===== config.mk =====
export PLATFORM = sky130hd
export DESIGN_NAME = prescaled_updown_counter
export DESIGN_NICKNAME = d
export VERILOG_FILES = /design/src/rtl/prescaled_updown_counter.sv
export SDC_FILE = /design/constraint.sdc
export NUM_CORES = 1
export LEC_CHECK = 0
export ABC_CLOCK_PERIOD_IN_PS = 3200
export BUFFER_PORTS_ARGS = -buffer_cell sky130_fd_sc_hd__buf_2
export CAP_MARGIN = 20
export CORE_ASPECT_RATIO = 1.1
export CORE_MARGIN = 5
export CORE_UTILIZATION = 44
export DETAILED_ROUTE_END_ITERATION = 8
export PLACE_DENSITY = 0.72
export SYNTH_ARGS = -nofsm -noshare
export SYNTH_HDL_FRONTEND = slang
export SYNTH_SLANG_ARGS = --single-unit

===== constraint.sdc =====
create_clock -name clk_i -period 3.2 [get_ports clk_i]
set_clock_uncertainty 0.2 [all_clocks]
set_input_delay 0.64 -clock clk_i [delete_from_list [all_inputs] [get_ports clk_i]]
set_output_delay 0.64 -clock clk_i [all_outputs]
set_load 0.1 [all_outputs]

===== src/rtl/prescaled_updown_counter.sv =====
// -----------------------------------------------------------------------------
// prescaled_updown_counter
//
// General-purpose WIDTH-bit up/down timer/event counter with a programmable
// prescaler and a programmable top value. The count range is 0..limit_i.
// At a bound the counter either wraps (SATURATE=0) or holds (SATURATE=1),
// reporting each arrival at the terminal condition with a one-cycle tc_o pulse.
//
// Parameters
//   WIDTH       counter width in bits (2..32)
//   PRESCALE_W  prescaler width; divide ratio is prescale_i+1 (1..2^PRESCALE_W)
//   SATURATE    0 = wrap at the bounds, 1 = hold at the bounds
//
// Ports
//   clk_i       clock, all state updates on the rising edge
//   rst_ni      asynchronous active-low reset
//   clr_i       synchronous clear (highest synchronous priority)
//   load_i      synchronous load of min(load_val_i, limit_i)
//   load_val_i  load value
//   en_i        count enable, gates the prescaler
//   up_i        1 = count up, 0 = count down (sampled on each tick)
//   limit_i     top value of the count range
//   prescale_i  divide ratio minus 1
//   count_o     current count (registered)
//   tick_o      combinational, high in any cycle where a count step occurs
//   tc_o        registered one-cycle terminal-count pulse
//   sat_o       registered, high while held at a bound (SATURATE=1 only)
// -----------------------------------------------------------------------------
module prescaled_updown_counter #(
    parameter int WIDTH      = 8,
    parameter int PRESCALE_W = 4,
    parameter int SATURATE   = 0
) (
    input  logic                  clk_i,
    input  logic                  rst_ni,
    input  logic                  clr_i,
    input  logic                  load_i,
    input  logic [WIDTH-1:0]      load_val_i,
    input  logic                  en_i,
    input  logic                  up_i,
    input  logic [WIDTH-1:0]      limit_i,
    input  logic [PRESCALE_W-1:0] prescale_i,
    output logic [WIDTH-1:0]      count_o,
    output logic                  tick_o,
    output logic                  tc_o,
    output logic                  sat_o
);

    localparam logic [WIDTH-1:0]      CNT_ZERO = '0;
    localparam logic [WIDTH-1:0]      CNT_ONE  = {{(WIDTH-1){1'b0}}, 1'b1};
    localparam logic [PRESCALE_W-1:0] PSC_ZERO = '0;
    localparam logic [PRESCALE_W-1:0] PSC_ONE  = {{(PRESCALE_W-1){1'b0}}, 1'b1};

    // State
    logic [WIDTH-1:0]      count_q, count_d;
    logic [PRESCALE_W-1:0] psc_q,   psc_d;
    logic                  tc_q,    tc_d;
    logic                  sat_q,   sat_d;

    // Datapath helpers
    logic                  tick;
    logic                  term_up;
    logic                  term_dn;
    logic                  term;
    logic [WIDTH-1:0]      load_clamped;
    logic [WIDTH-1:0]      count_step;
    logic [WIDTH-1:0]      count_bound;

    // A tick is suppressed by clear or load so that those operations never
    // race with a count step in the same cycle.
    assign tick = en_i && (psc_q == prescale_i) && !clr_i && !load_i;

    // Up-terminal uses >= so that a limit lowered below the current count is
    // caught on the next tick instead of counting up to 2^WIDTH-1.
    assign term_up = (count_q >= limit_i);
    assign term_dn = (count_q == CNT_ZERO);
    assign term    = up_i ? term_up : term_dn;

    assign load_clamped = (load_val_i > limit_i) ? limit_i : load_val_i;

    // Non-terminal step: cannot overflow because term_up intercepts
    // count_q >= limit_i (which includes 2^WIDTH-1) and term_dn intercepts 0.
    assign count_step = up_i ? (count_q + CNT_ONE) : (count_q - CNT_ONE);

    // Value reached on a terminal tick. Wrapping goes to the opposite bound,
    // saturating clamps to the bound being approached.
    generate
        if (SATURATE != 0) begin : g_bound_sat
            assign count_bound = up_i ? limit_i : CNT_ZERO;
        end else begin : g_bound_wrap
            assign count_bound = up_i ? CNT_ZERO : limit_i;
        end
    endgenerate

    // Next-state logic
    always_comb begin
        count_d = count_q;
        psc_d   = psc_q;
        tc_d    = 1'b0;     // tc is a pulse: any non-qualifying cycle clears it
        sat_d   = sat_q;    // sat holds across idle cycles

        if (clr_i) begin
            count_d = CNT_ZERO;
            psc_d   = PSC_ZERO;
            sat_d   = 1'b0;
        end else if (load_i) begin
            count_d = load_clamped;
            psc_d   = PSC_ZERO;
            sat_d   = 1'b0;
        end else if (en_i) begin
            if (tick) begin
                psc_d = PSC_ZERO;
                if (!term) begin
                    count_d = count_step;
                    sat_d   = 1'b0;
                end else if (SATURATE != 0) begin
                    count_d = count_bound;
                    // Only the first arrival at the bound is reported.
                    tc_d    = !sat_q;
                    sat_d   = 1'b1;
                end else begin
                    count_d = count_bound;
                    tc_d    = 1'b1;
                    sat_d   = 1'b0;
                end
            end else begin
                // If prescale_i was lowered below psc_q, psc wraps through
                // its maximum before matching again; that is accepted.
                psc_d = psc_q + PSC_ONE;
            end
        end
    end

    // State register
    always_ff @(posedge clk_i or negedge rst_ni) begin
        if (!rst_ni) begin
            count_q <= CNT_ZERO;
            psc_q   <= PSC_ZERO;
            tc_q    <= 1'b0;
            sat_q   <= 1'b0;
        end else begin
            count_q <= count_d;
            psc_q   <= psc_d;
            tc_q    <= tc_d;
            sat_q   <= sat_d;
        end
    end

    assign count_o = count_q;
    assign tick_o  = tick;
    assign tc_o    = tc_q;
    assign sat_o   = sat_q;

endmodule


==> metrics list <==
- The run finished with clean final reports.
- Detailed-route via count: between 1000 and 1500
- Post-detailed-route count of antenna-violating nets: 0
- The floorplan step set the die width to 66.57 microns.
- Number of hold buffers added after CTS: 0
- Latest clock arrival within the worst-skew pair: approximately 280 ps
- The core region is 3358 sq um.
* Die Y-Extent: 72.23 microns
- Bufs on Longest Clock Path: 2
* Via count of the first global-routing pass: 1411
- Summing all non-filler instances in the final layout gives an area of 1823 sq um.
- For this run the aggregate overflow at the end of global routing stands at 0.
- Number of DRC markers in iteration 0: ~100
- For this run, the leading register cell type out of synthesis is dfrtp_1.
- Input and output buffers added on the ports amount to 35.
- After layout, the worst path uses between 80 and 90% of the clock period.
- Largest net degree at the start of global routing: 17
- Post-CTS clock slew at the launch and capture registers of the worst setup and hold paths: 80 ps
- Once the clock tree was built, the setup fixing pass inserted 0 buffers.
- The floorplan step defined a die boundary enclosing ~4800 sq um.
- The count of final hold-check violations was 0.
* Setup crit start kind: register
- The number of nets handed over by synthesis was about 220.
* Min-delay worst type: in -> async
- TritonCTS built the clock tree.
- For this run, the number of Yosys warnings is 0.
- Setup repair after global routing left no endpoint under its margin.
- Leading cell types by count after synthesis: ha_1 (23), inv_1 (14), dfrtp_1 (13)
* Share of post-route cells with drive strength above 1: 24.64%
- Data on the critical path arrives at its endpoint at roughly 2700 ps.
- The number of antenna violations at the first check in global routing was 0.
- The critical path starts at count_o[0]$_DFFE_PN0P_.
- The startpoint identified for the worst register-to-register timing path is count_o[0]$_DFFE_PN0P_.
* Detailed-placement wirelength estimate: 3152 microns
- Peak supply drop: 0.0002042 V
- Initial DRT Pass Iterations: 5
* Cell count after synthesis: 174
- Area of the mapped netlist: 1549 sq um
- Most common cell in the synthesized netlist: ha_1
* Total power: 0.6384 mW
- Vias per inst: 5.622
* Total power divided by cell area: 350.2 nW/um^2
- At the pin with the least slew margin, the transition time is 783.6 ps.
- Yosys mapped the design onto 52 distinct sky130hd cell types.
- CTS Root Cell: clkbuf_4
- STA classifies the critical path endpoint as a register.
* IO Count: 37
* Maximum achievable frequency: 361.0 MHz
- On the final layout, the worst hold slack is 37.57 ps.
- For the worst flop-to-flop path, the logic depth is 9.
* Setup ws final: 429.9 ps
* Post-CTS Resized: 0
- Global placement routability congestion: 0.8152
- Each instance of the synthesized netlist takes up on average 8.902 sq um.
* Top-area cell type share of the netlist area: about a fifth
- Yosys attributes the largest share of cell area to dfrtp_1 (21%), ha_1 (19%), mux2i_1 (5.2%).
- Post-route setup TNS: 0 ps
- Crit Reg-Reg Endpoint: count_o[7]$_DFFE_PN0P_
- Buffers inserted during clock tree synthesis total 3.
* DRC violations left: 0
* Final WL: 3819 microns
- The number of antenna diodes in the final layout is 0.
- Setup slack of the worst register-to-register path: 430 ps
- The number of max-slew violations in the final report is 0.
* Static leakage power: just over 0.9 nW
- The synthesized design contains 13 register bits.
- Measured against its own limit, the worst slew margin works out to between 40 and 50%.
- Clock sinks: 13
- Asr flop ratio synth: 100.0%
- Largest fanout on the critical path: 9
- The area growth from synthesis to layout is 17.69%.
- Area leader, netlist: dfrtp_1
* Final-report setup violation count: 0
- For the finished layout, the period the worst path requires is 2770 ps.
* # Max-Cap Violations: 0
* Starting density of the core: 46.13%
* Count of nets after finishing: 262
- Required time worst endpoint: around 3200 ps
- EDFF count, synth: 0
- Deepest level of the CTS H-tree: 1
- At the placement stage, the worst setup path has a slack of 192.8 ps.
- Std-Cell Rows: 22
- After detailed routing, the average wire length per cell comes to between 10 and 15 microns.
- Global routing used between 15 and 20% of the available tracks across all layers.
- Portion of the post-synthesis area used by sequential elements: 21.00%
* Cell area reported after detailed placement: around 1800 sq um
- Critical Setup Path Class: reg -> reg
- The first global-routing pass estimated between 6000 and 7000 microns of wire.
[metrics by stage]
stage,instances,util (%)
after floorplan,174,-
after global placement,255,53.50
after detailed placement,255,53.50
after CTS,259,54.28
after global routing,259,54.28
final,259,54.28
[critical path, stage by stage (launching register included)]
cell and delay, ps:
dfrtp_1 450, inv_1 110, ha_1 280, nor2b_1 30
o21ai_0 180, o2111ai_1 130, a32oi_1 640, nor2_1 110
a2111oi_0 410, a2111oi_1 90
[worst max path at each step]
stage / endpoint / slack [ps]
2_1_floorplan: count_o[0]$_DFFE_PN0P_ / 140
3_3_place_gp: count_o[7]$_DFFE_PN0P_ / 220
3_5_place_dp: count_o[7]$_DFFE_PN0P_ / 190
4_1_cts: count_o[7]$_DFFE_PN0P_ / 450
5_1_grt: count_o[7]$_DFFE_PN0P_ / 240
6_report: count_o[7]$_DFFE_PN0P_ / 430
[layer usage]
metal | GRT usage (%) | vias to the layer above | share of wire (%)
li1 | - | 721 | -
met1 | 23.97 | 691 | 47
met2 | 26.65 | 38 | 46
met3 | 2.941 | 6 | 5.0
met4 | 5.869 | 0 | 1.4
met5 | 0 | - | 0
[registers in the layout, summed over array words and instances (netlist names)]
register and flops:
count_o 8, psc_q 4, tc_o 1
[placed cells by master (no fill, tap or decap), types with 2 or more instances in the layout]
cell / netlist / routed
buf_2: 2 / 34
ha_1: 23 / 23
inv_1: 14 / 14
dfrtp_1: 13 / 13
nor2_1: 12 / 12
nand2_1: 12 / 12
mux2i_1: 8 / 8
nor3_1: 8 / 8
xnor2_1: 6 / 6
a21oi_1: 6 / 6
o21ai_0: 6 / 6
xor2_1: 5 / 5
nand3_1: 4 / 4
a21o_1: 3 / 3
a211oi_1: 3 / 3
nor2b_1: 3 / 3
a221o_1: 3 / 3
o21a_1: 3 / 3
nor3b_1: 3 / 3
clkbuf_4: 0 / 3
buf_4: 1 / 3
o2111ai_1: 2 / 2
nor4_1: 2 / 2
a2111oi_2: 2 / 2
[cell type report]
cell class / instances / area [sq um]
fillers: 330 / 1535
multi-input cells: 142 / 1146
flip-flops and latches: 13 / 325.3
repair buffers: 38 / 212.7
well taps: 48 / 60.06
inverters: 14 / 52.55
clock buffers: 4 / 26.28
[report_power, final]
| group | switching (mW) | internal (mW) | leakage (nW) |
|---|---|---|---|
| clock network | 0.0561 | 0.0484 | 0.0150 |
| registers | 0.0198 | 0.175 | 0.174 |
| logic | 0.220 | 0.119 | 0.730 |
| total | 0.296 | 0.343 | 0.920 |
[logic make-up after synthesis]
group	Yosys count	share of synthesized area, %
compound gates	44	22.70
xor+xnor	11	6.220
fa+ha+maj	24	19.87
buf+inv	19	5.008
flops	13	21.00
mux	9	5.897
other cells	1	0.2421
simple gates	53	19.06
Power figures use the tool's default switching activity.
